--- src/rtl/ahb_bridge_pkg.sv ---
// Shared encodings for the AHB-to-APB bridge: HTRANS, HRESP and the error-response FSM states.
// Also holds small helpers used by the error-response path.
package ahb_bridge_pkg;

    localparam int ADDR_W    = 32;
    localparam int ERR_CNT_W = 8;

    typedef enum logic [1:0] {
        HTRANS_IDLE   = 2'b00,
        HTRANS_BUSY   = 2'b01,
        HTRANS_NONSEQ = 2'b10,
        HTRANS_SEQ    = 2'b11
    } htrans_e;

    typedef enum logic {
        HRESP_OKAY  = 1'b0,
        HRESP_ERROR = 1'b1
    } hresp_e;

    typedef enum logic [2:0] {
        ST_IDLE  = 3'd0,
        ST_HOLD  = 3'd1,
        ST_ERR1  = 3'd2,
        ST_ERR2  = 3'd3,
        ST_FLUSH = 3'd4
    } err_state_e;

    // True while the master is still inside the burst that took the error.
    function automatic logic burst_continues(input htrans_e trans);
        return (trans == HTRANS_SEQ) || (trans == HTRANS_BUSY);
    endfunction

    // True when the master has left the burst (new transfer or idle).
    function automatic logic burst_left(input htrans_e trans);
        return (trans == HTRANS_IDLE) || (trans == HTRANS_NONSEQ);
    endfunction

    function automatic logic [ERR_CNT_W-1:0] sat_inc(input logic [ERR_CNT_W-1:0] v);
        return (v == {ERR_CNT_W{1'b1}}) ? v : v + 1'b1;
    endfunction

endpackage

--- src/rtl/err_log.sv ---
// Error log: captures the address of the latest errored transfer and a saturating error count.
// Clear has priority over a coincident load.
module err_log
    import ahb_bridge_pkg::*;
(
    input  logic                 clk_i,
    input  logic                 rst_ni,
    input  logic                 load_i,
    input  logic                 clr_i,
    input  logic [ADDR_W-1:0]    addr_i,
    output logic [ADDR_W-1:0]    err_addr_o,
    output logic [ERR_CNT_W-1:0] err_cnt_o
);

    logic [ADDR_W-1:0]    addr_q, addr_d;
    logic [ERR_CNT_W-1:0] cnt_q,  cnt_d;

    always_comb begin
        addr_d = addr_q;
        cnt_d  = cnt_q;
        if (clr_i) begin
            addr_d = '0;
            cnt_d  = '0;
        end else if (load_i) begin
            addr_d = addr_i;
            cnt_d  = sat_inc(cnt_q);
        end
    end

    always_ff @(posedge clk_i or negedge rst_ni) begin
        if (!rst_ni) begin
            addr_q <= '0;
            cnt_q  <= '0;
        end else begin
            addr_q <= addr_d;
            cnt_q  <= cnt_d;
        end
    end

    assign err_addr_o = addr_q;
    assign err_cnt_o  = cnt_q;

endmodule

--- src/rtl/ahb_err_resp.sv ---
// AHB two-cycle ERROR response generator for burst-protocol violations, with burst flush
// and an error log. Outputs decode from the registered state (IDLE HREADYOUT follows apb_ready).
module ahb_err_resp
    import ahb_bridge_pkg::*;
(
    input  logic                 h_clk,
    input  logic                 h_resetn,
    input  logic                 burst_err,
    input  logic [1:0]           h_trans,
    input  logic                 h_ready,
    input  logic [ADDR_W-1:0]    reg_addr,
    input  logic                 apb_ready,
    input  logic                 err_clr,
    output logic                 h_readyout,
    output logic                 h_resp,
    output logic                 abort,
    output logic [ADDR_W-1:0]    err_addr,
    output logic [ERR_CNT_W-1:0] err_cnt
);

    err_state_e state_q, state_d;
    htrans_e    trans;
    hresp_e     resp;
    logic       log_load;

    assign trans = htrans_e'(h_trans);

    always_ff @(posedge h_clk or negedge h_resetn) begin
        if (!h_resetn) begin
            state_q <= ST_IDLE;
        end else begin
            state_q <= state_d;
        end
    end

    // burst_err is only looked at in IDLE and FLUSH; a held flag cannot queue a second response.
    always_comb begin
        state_d = state_q;
        unique case (state_q)
            ST_IDLE: begin
                if (burst_err) begin
                    state_d = apb_ready ? ST_ERR1 : ST_HOLD;
                end
            end
            ST_HOLD: begin
                if (apb_ready) begin
                    state_d = ST_ERR1;
                end
            end
            ST_ERR1: begin
                state_d = ST_ERR2;
            end
            ST_ERR2: begin
                state_d = burst_continues(trans) ? ST_FLUSH : ST_IDLE;
            end
            ST_FLUSH: begin
                if (burst_err) begin
                    state_d = ST_ERR1;
                end else if (h_ready && burst_left(trans)) begin
                    state_d = ST_IDLE;
                end
            end
            default: begin
                state_d = ST_IDLE;
            end
        endcase
    end

    always_comb begin
        h_readyout = 1'b1;
        resp       = HRESP_OKAY;
        abort      = 1'b0;
        unique case (state_q)
            ST_IDLE: begin
                h_readyout = apb_ready;
            end
            ST_HOLD: begin
                h_readyout = 1'b0;
            end
            ST_ERR1: begin
                h_readyout = 1'b0;
                resp       = HRESP_ERROR;
                abort      = 1'b1;
            end
            ST_ERR2: begin
                resp       = HRESP_ERROR;
                abort      = 1'b1;
            end
            ST_FLUSH: begin
                abort      = 1'b1;
            end
            default: begin
                h_readyout = apb_ready;
            end
        endcase
    end

    assign h_resp = resp;

    // Log on the edge that enters ERR1; ERR1 never loops on itself so this is a single strobe.
    assign log_load = (state_d == ST_ERR1) && (state_q != ST_ERR1);

    err_log u_err_log (
        .clk_i      (h_clk),
        .rst_ni     (h_resetn),
        .load_i     (log_load),
        .clr_i      (err_clr),
        .addr_i     (reg_addr),
        .err_addr_o (err_addr),
        .err_cnt_o  (err_cnt)
    );

endmodule

--- config.mk ---
export PLATFORM = sky130hd
export DESIGN_NAME = ahb_err_resp
export DESIGN_NICKNAME = d
export VERILOG_FILES = /design/src/rtl/ahb_bridge_pkg.sv /design/src/rtl/err_log.sv /design/src/rtl/ahb_err_resp.sv
export SDC_FILE = /design/constraint.sdc
export NUM_CORES = 1
export LEC_CHECK = 0
export CAP_MARGIN = 20
export CORE_ASPECT_RATIO = 0.5
export CORE_UTILIZATION = 42
export DETAILED_ROUTE_END_ITERATION = 10
export PLACE_DENSITY_LB_ADDON = 0.15
export SYNTH_ARGS = -nofsm -noshare
export SYNTH_HDL_FRONTEND = slang
export SYNTH_SLANG_ARGS = --single-unit
--- constraint.sdc ---
create_clock -name h_clk -period 1.91 [get_ports h_clk]
set_input_delay 0.382 -clock h_clk [delete_from_list [all_inputs] [get_ports h_clk]]
set_output_delay 0.382 -clock h_clk [all_outputs]
set_load 0.01 [all_outputs]
==> impl_table.tex, run 1 <==
\begin{tabular}{lr}
\hline
Metric & Value \\
\hline
\multicolumn{2}{l}{\textbf{Floorplan}} \\
Initial core utilization & 46.6\% \\
Area enclosed by the die boundary & just under 0.005 mm2 \\
Cell Rows & 16 \\
DIE HEIGHT & between 40 and 50 um \\
Placeable core region & roughly 0.0041 mm2 \\
Die Wd & a little under 100 um \\
I/O Pins & 83 \\
\multicolumn{2}{l}{\textbf{Place}} \\
Count of buffers from port buffering & 81 \\
Final weighted congestion in routability-driven placement & 0.804 \\
Setup slack at placement & -0.110 ns \\
Placed wire-length estimate & approximately 3400 um \\
\multicolumn{2}{l}{\textbf{Global routing}} \\
Largest net degree at the start of global routing & 41 \\
Global-route wire length before repair & 7710 um \\
Met3 track utilization from global routing & 7.80\% \\
Antenna violations before repair & 0 \\
Number of global-route vias before repair & 1715 \\
Met1 Use GR & 23.8\% \\
Final global-route overflow total & 0 \\
Met2 layer usage reported by global route & roughly a third \\
Highest-utilization routing layer at the global route stage & met2 \\
Global router's overall resource usage & 20.6\% \\
\multicolumn{2}{l}{\textbf{STA}} \\
Relative slew margins & between 60\% and 70\% \\
Setup repair after global routing missed its margin & false \\
Max-slew violations & 0 \\
Final worst path period share & 96.9\% \\
Setup skew after layout & between 0.002 and 0.003 ns \\
Worst-margin pin slew & 0.515 ns \\
Post-layout minimum cycle time & 1.85 ns \\
Fin worst setup slack & 0.0586 ns \\
Maximum clock rate & 540 MHz \\
Number of setup violations in the final report & 0 \\
Hold Vio Cnt, Final & 0 \\
\multicolumn{2}{l}{\textbf{Detailed routing}} \\
Starting DRT DRC Count & $\sim$120 \\
Via/cell ratio & 5.16 \\
Via total after detailed routing & around 1800 \\
Wire per inst & 13.3 um \\
Detailed Route WL & 4700 um \\
DRT antenna net count & 0 \\
First-pass DRT Iterations & 7 \\
Post-route DRC violation count & 5 \\
\multicolumn{2}{l}{\textbf{Finish}} \\
Number of nets in the finished design & 341 \\
Area of the multi-input gates & 767 um2 \\
Filler instances & between 300 and 400 \\
Area growth from synthesis to layout & 55.0\% \\
FF/Latch Area & about 0.0011 mm2 \\
Number of diodes & 0 \\
Leading cell type in the layout, fill and taps excluded & sky130\_fd\_sc\_hd\_\_clkdlybuf4s50\_1 \\
Share of post-route cells with drive strength above 1 & roughly a tenth \\
Highest-count cells in the layout ignoring fill and taps & 78 x sky130\_fd\_sc\_hd\_\_clkdlybuf4s50\_1, 69 x sky130\_fd\_sc\_hd\_\_nand2\_1, 42 x sky130\_fd\_sc\_hd\_\_dfrtp\_1 \\
\multicolumn{2}{l}{\textbf{Power and ir drop}} \\
Internal power contribution & around 2.2 mW \\
Net Sw Power & about 1.1 mW \\
Areal power density over the cells & between 1000 and 1500 mW/mm2 \\
Leakage power of the design & 1.26 nW \\
PnR Total Power & 3.22 mW \\
Fraction of power spent switching nets & 32.6\% \\
Worst IR Drop VDD & 0.720 mV \\
Sequential share of power & 36.5\% \\
Logic pwr share & 42.3\% \\
Relative contribution of the clock network to total power & a little over a fifth \\
\multicolumn{2}{l}{\textbf{Synth}} \\
FFs w/ async S/R, synth & 100\% \\
Adder and majority cell fraction of the synthesized area & 0.648\% \\
Xor and xnor fraction of the mapped netlist area & 0.454\% \\
Post-synth design cell area & 0.00193 mm2 \\
Count of mapped cells out of synthesis & approximately 210 \\
Average instance area after synthesis & 9.11 um2 \\
Part of the Yosys area used for sequential elements & 55.7\% \\
Yosys warning total & 0 \\
Post-Synth Simple-Gate Area & 21.4\% \\
Fraction of the mapped netlist area in compound gates & roughly 15\% \\
Unique cell type count in the Yosys netlist & 34 \\
Main combinational cell family by area after synthesis & simple AND/OR/NAND/NOR gates \\
Synth Register Bits & 43 \\
Multiplexer share of the synthesized area & 1.56\% \\
Commonest register cell after synthesis & sky130\_fd\_sc\_hd\_\_dfrtp\_1 \\
EDFF count, synth & 0 \\
Number of nets in the synthesized netlist & 253 \\
\multicolumn{2}{l}{\textbf{Clock network}} \\
CTS Root Buffer Type & sky130\_fd\_sc\_hd\_\_clkbuf\_8 \\
Cts bufs inserted & 5 \\
Number of buffers on the longest clock path & 2 \\
CTS H-tree lvls & 2 \\
Clock tree from TritonCTS & done \\
\# hold bufs at CTS & 0 \\
Sinks on the clock net & 43 \\
Clk slew on worst S/H paths & around 0.080 ns \\
Clock latency reported for the late side of the worst-skew pair & 0.29 ns \\
\multicolumn{2}{l}{\textbf{Worst setup path}} \\
Cell family with the largest share of critical-path delay & buffers and inverters \\
Ordered cell list for the critical path & and2b\_2, clkdlybuf4s50\_1 \\
Crit-path slowest cell & sky130\_fd\_sc\_hd\_\_clkdlybuf4s50\_1 \\
Endpoint arrival time on the critical path & 1.47 ns \\
CP Launch Type & register \\
Critical register-to-register path startpoint & state\_q[0]\$\_DFF\_PN0\_ \\
Sort of element at the end of the critical path & output port \\
Number of buffers and inverters on the critical path & 1 \\
Flop2flop setup slack & 0.19 ns \\
Endpoint required time on the critical path & about 1.5 ns \\
Biggest cell delay along the critical path & 0.53 ns \\
Crit Path Category & reg -> out \\
Critical R2R Capture & u\_err\_log.err\_cnt\_o[7]\$\_DFFE\_PN0P\_ \\
Max FO, Critical Path & 4 \\
Worst R2R Path Depth & 6 \\
\multicolumn{2}{l}{\textbf{Status}} \\
Failing checks & DRC \\
Result of the run & finished with violations \\
\multicolumn{2}{l}{\textbf{Job}} \\
Reported max-cap violation count & 0 \\
\multicolumn{2}{l}{\textbf{Worst hold path}} \\
Type of the tightest min-delay check & in -> async \\
\hline
\end{tabular}
[timing repair]
action | CTS | global route
setup endpoints to repair | 2 | 1
setup buffers | 1 | 0
resized for setup | 5 | 1
[area by class of cell]
class | count | share of cell area, %
multi-input combinational | 152 | 25.6
sequential | 43 | 36.0
inverter | 4 | 0.502
clock buffer | 6 | 2.42
timing repair buffer | 94 | 32.2
tap | 54 | 2.26
clock inverter | 1 | 1.00
[per-layer routing]
metal / share of wire (%) / up-vias / wire length (um)
met3: 7.3 / 7 / 345
met2: 49 / 58 / 2330
met4: 1.3 / 0 / 60
met1: 42 / 875 / 1970
met5: 0 / - / 0
li1: - / 886 / -
[cell usage after synthesis (2+ instances only)]
cell type	count	share of area [%]
sky130_fd_sc_hd__a211oi_1	3	1.2
sky130_fd_sc_hd__a21oi_1	36	9.3
sky130_fd_sc_hd__buf_2	7	1.8
sky130_fd_sc_hd__clkbuf_1	3	0.58
sky130_fd_sc_hd__dfrtp_1	43	56
sky130_fd_sc_hd__inv_1	4	0.78
sky130_fd_sc_hd__mux2i_1	3	1.6
sky130_fd_sc_hd__nand2_1	69	13
sky130_fd_sc_hd__nand3_1	3	0.78
sky130_fd_sc_hd__nor2_1	9	1.7
sky130_fd_sc_hd__nor3_1	3	0.78
sky130_fd_sc_hd__o211ai_1	2	0.78
sky130_fd_sc_hd__o21ai_0	6	1.6
[worst max-delay path by stage]
stage	endpoint	start	cells after the start	slack, ns
after CTS	h_resp	state_q[2]$_DFF_PN0_	2	0.05
after floorplan	u_err_log.err_addr_o[3]$_DFFE_PN0P_	state_q[2]$_DFF_PN0_	7	0.43
after global routing	h_resp	state_q[2]$_DFF_PN0_	2	0.008
final	h_resp	state_q[2]$_DFF_PN0_	2	0.06
after detailed placement	h_readyout	apb_ready	4	-0.11
after global placement	h_readyout	apb_ready	4	-0.08
[logic make-up (layout without fill, tap and decap cells)]
family,count (synthesis),count (layout)
buffers and inverters,17,105
AO/OA/AOI/OAI,52,52
AND/OR/NAND/NOR,95,95
flip-flops,43,43
adder cells (fa/ha/maj),1,1
XOR/XNOR,1,1
multiplexers,3,3
[power by group through the flow]
stage | sequential, mW | combinational, mW | clock [mW]
after floorplan | 1.25 | 0.593 | 0
after global placement | 1.20 | 1.32 | 0
after detailed placement | 1.20 | 1.35 | 0
after CTS | 1.18 | 1.37 | 0.700
after global routing | 1.20 | 1.50 | 0.753
final | 1.18 | 1.36 | 0.684
[sequential cells by signal (all words and copies together) (netlist names)]
name	flops
u_err_log.err_cnt_o	8
state_q	3
u_err_log.err_addr_o	32
[metrics by stage]
| stage | instance area (um2) | hold WS (ns) | cells | util, % | setup TNS (ns) |
|---|---|---|---|---|---|
| 4_1_cts | 2990 | 0.0710 | 354 | 72.1 | 0 |
| 2_1_floorplan | 1930 | 0.0864 | 212 | - | 0 |
| 6_report | 2990 | 0.0515 | 354 | 72.2 | 0 |
| 3_5_place_dp | 2880 | 0.389 | 346 | 69.4 | -0.145 |
| 5_1_grt | 2990 | 0.0802 | 354 | 72.2 | 0 |
| 3_3_place_gp | 2880 | 0.383 | 346 | 69.4 | -0.0756 |
Note: power is estimated with default switching activity, not from simulation.
==> run 2: changes to the inputs <==
- REMOVE_ABC_BUFFERS: not set -> 1
- SKIP_CTS_REPAIR_TIMING: not set -> 1
==> run 2 against run 1 <==
Compared with the run above: the flow still finishes with violations (DRC); clock skew grew 0.0019 ns; core utilization rose by 0.54 points; flip-flop and latch count unchanged; combinational power is essentially flat; fmax increased by 2.0%; sequential power about the same; count of clock-buffer cells in the layout decreased by 1; global-route usage is essentially flat; die area stayed put; sequential share of layout area down 0.31 points; final area grew 0.75%; critical endpoint unchanged; largest cell class unchanged; largest power group unchanged.
==> impl_table.tex, run 2 (synthesis gave the netlist of run 1 again) <==
\begin{tabular}{lr}
\hline
Metric & Value \\
\hline
\multicolumn{2}{l}{\textbf{STA}} \\
Worst-margin pin slew & 0.292 ns \\
Number of setup violations in the final report & 0 \\
Max-slew violations & 0 \\
Post-layout minimum cycle time & between 1.5 and 2 ns \\
Final worst path period share & between 90 and 100\% \\
Setup skew after layout & 0.00454 ns \\
Maximum clock rate & 551 MHz \\
Setup repair after global routing missed its margin & false \\
Hold Vio Cnt, Final & 0 \\
Relative slew margins & 80.4\% \\
\multicolumn{2}{l}{\textbf{Worst setup path}} \\
Max FO, Critical Path & 3 \\
Critical Path Start & state\_q[2]\$\_DFF\_PN0\_ \\
Ordered cell list for the critical path & and2b\_2, clkdlybuf4s50\_1 \\
Sort of element at the end of the critical path & output port \\
Cell family with the largest share of critical-path delay & buffers and inverters \\
CP Launch Type & register \\
Crit-path slowest cell & sky130\_fd\_sc\_hd\_\_clkdlybuf4s50\_1 \\
Critical register-to-register path startpoint & state\_q[0]\$\_DFF\_PN0\_ \\
Crit Path Category & reg -> out \\
Worst R2R Path Depth & 5 \\
Endpoint arrival time on the critical path & 1.43 ns \\
Critical path depth in cells & 2 \\
Critical R2R Capture & u\_err\_log.err\_cnt\_o[7]\$\_DFFE\_PN0P\_ \\
Endpoint required time on the critical path & 1.53 ns \\
Flop2flop setup slack & 0.31 ns \\
Number of buffers and inverters on the critical path & 1 \\
Endpoint of the worst setup timing path & h\_resp \\
Biggest cell delay along the critical path & 0.53 ns \\
\multicolumn{2}{l}{\textbf{Power and ir drop}} \\
Worst IR Drop VDD & 0.433 mV \\
Sequential share of power & 36.6\% \\
Internal power contribution & about 2.2 mW \\
Areal power density over the cells & 1070 mW/mm2 \\
PnR Total Power & 3.23 mW \\
Relative contribution of the clock network to total power & between 20\% and 30\% \\
Logic pwr share & 41.7\% \\
Net Sw Power & approximately 1.1 mW \\
Fraction of power spent switching nets & 32.7\% \\
Leakage power of the design & 1.28 nW \\
\multicolumn{2}{l}{\textbf{Finish}} \\
Cell Count, Final, Fillers Out & 356 \\
FF/Latch Area & 0.00108 mm2 \\
Number of nets in the finished design & 342 \\
Share of post-route cells with drive strength above 1 & about a tenth \\
Core utilization of the finished layout & 72.8\% \\
Largest register FFs & 32 \\
Area growth from synthesis to layout & 56.2\% \\
Filler instances & 317 \\
Area of the multi-input gates & 763 um2 \\
Number of diodes & 0 \\
Highest-count cells in the layout ignoring fill and taps & 78 x sky130\_fd\_sc\_hd\_\_clkdlybuf4s50\_1, 69 x sky130\_fd\_sc\_hd\_\_nand2\_1, 43 x sky130\_fd\_sc\_hd\_\_dfrtp\_1 \\
Leading cell type in the layout, fill and taps excluded & sky130\_fd\_sc\_hd\_\_clkdlybuf4s50\_1 \\
\multicolumn{2}{l}{\textbf{Floorplan}} \\
Placeable core region & 0.00414 mm2 \\
Area enclosed by the die boundary & 0.00489 mm2 \\
DIE HEIGHT & 49.9 um \\
Die Wd & $\sim$98 um \\
Initial core utilization & 46.6\% \\
I/O Pins & just over 80 \\
Cell Rows & 16 \\
\multicolumn{2}{l}{\textbf{Global routing}} \\
Number of global-route vias before repair & 1739 \\
Global router's overall resource usage & roughly a fifth \\
Largest net degree at the start of global routing & between 40 and 50 \\
Global-route wire length before repair & about 7900 um \\
Final global-route overflow total & 0 \\
Antenna violations before repair & 0 \\
\multicolumn{2}{l}{\textbf{Detailed routing}} \\
DRT antenna net count & 0 \\
Starting DRT DRC Count & a little under 50 \\
Via total after detailed routing & 1762 \\
Via/cell ratio & 4.95 \\
Wire per inst & 13.1 um \\
Post-route DRC violation count & 3 \\
First-pass DRT Iterations & 9 \\
Detailed Route WL & around 4600 um \\
\multicolumn{2}{l}{\textbf{Clock network}} \\
Sinks on the clock net & between 40 and 50 \\
CTS H-tree lvls & 2 \\
Cts bufs inserted & 5 \\
Clk slew on worst S/H paths & about 0.09 ns \\
Number of buffers on the longest clock path & 2 \\
Clock tree from TritonCTS & done \\
CTS Root Buffer Type & sky130\_fd\_sc\_hd\_\_clkbuf\_8 \\
Clock latency reported for the late side of the worst-skew pair & 0.29 ns \\
\multicolumn{2}{l}{\textbf{Status}} \\
Result of the run & finished with violations \\
Failing checks & DRC \\
\multicolumn{2}{l}{\textbf{Worst hold path}} \\
Type of the tightest min-delay check & in -> async \\
\multicolumn{2}{l}{\textbf{Place}} \\
Number of placed instances with taps included & 347 \\
Count of buffers from port buffering & 81 \\
Placed wire-length estimate & 3410 um \\
Final weighted congestion in routability-driven placement & 0.795 \\
\multicolumn{2}{l}{\textbf{Job}} \\
Reported max-cap violation count & 0 \\
\hline
\end{tabular}
[run 2: cell count changes in the layout (fill, tap and decap cells not counted)]
| cell | delta |
|---|---|
| sky130_fd_sc_hd__dlygate4sd3_1 | +1 |
| sky130_fd_sc_hd__dlymetal6s2s_1 | +2 |
| sky130_fd_sc_hd__dfrtp_2 | -1 |
| sky130_fd_sc_hd__clkinv_4 | +1 |
| sky130_fd_sc_hd__clkinv_2 | +1 |
| sky130_fd_sc_hd__o21ai_2 | -1 |
| sky130_fd_sc_hd__dlygate4sd2_1 | -2 |
| sky130_fd_sc_hd__dfrtp_1 | +1 |
| sky130_fd_sc_hd__o21ai_1 | +1 |
| sky130_fd_sc_hd__clkbuf_1 | -1 |
[run 2: routing by layer]
layer,up-vias,track usage (%),routed length [um]
met3,2,5.67,251
met1,837,25.3,2020
met5,-,0,0
met2,43,36.7,2360
met4,0,4.04,19
li1,880,-,-
[run 2: worst register-to-register path: cells and delay by family, from the launching register on]
kind	cells	cell delay (ns)
AOI/OAI and AO/OA	2	0.34
buffers and inverters	1	0.18
DFF	1	0.43
and+or+nand+nor	2	0.58
[run 2: metrics by stage]
stage / hold slack (ns) / cell area [um2] / TNS, ns / setup slack, ns
floorplan: 0.0864 / 1850 / 0 / 0.265
global placement: 0.281 / 2890 / -0.0893 / -0.0893
detailed placement: 0.285 / 2890 / -0.218 / -0.183
CTS: -0.0345 / 3000 / -0.191 / -0.186
global route: 0.513 / 3020 / 0 / 0.0365
finish: 0.493 / 3020 / 0 / 0.0941
[run 2: worst min-delay path by stage]
stage,endpoint,slack [ns],depth (start not counted)
2_1_floorplan,state_q[0]$_DFF_PN0_,0.09,0
3_3_place_gp,u_err_log.err_addr_o[2]$_DFFE_PN0P_,0.28,1
3_5_place_dp,u_err_log.err_addr_o[2]$_DFFE_PN0P_,0.28,1
4_1_cts,u_err_log.err_addr_o[18]$_DFFE_PN0P_,-0.03,1
5_1_grt,u_err_log.err_addr_o[7]$_DFFE_PN0P_,0.51,2
6_report,u_err_log.err_addr_o[2]$_DFFE_PN0P_,0.49,2
[run 2: power by group through the flow]
stage,clock network (mW),logic [mW],registers [mW]
floorplan,0,0.471,1.28
global placement,0,1.34,1.19
detailed placement,0,1.36,1.20
CTS,0.715,1.37,1.18
global route,0.766,1.49,1.20
finish,0.698,1.35,1.18
[run 2: area by class of cell]
type	instances	area share (%)
Multi-Input combinational cell	152	25.3
Sequential cell	43	35.7
Clock inverter	3	1.45
Tap cell	54	2.24
Timing Repair Buffer	95	32.5
Inverter	4	0.498
Clock buffer	5	2.28
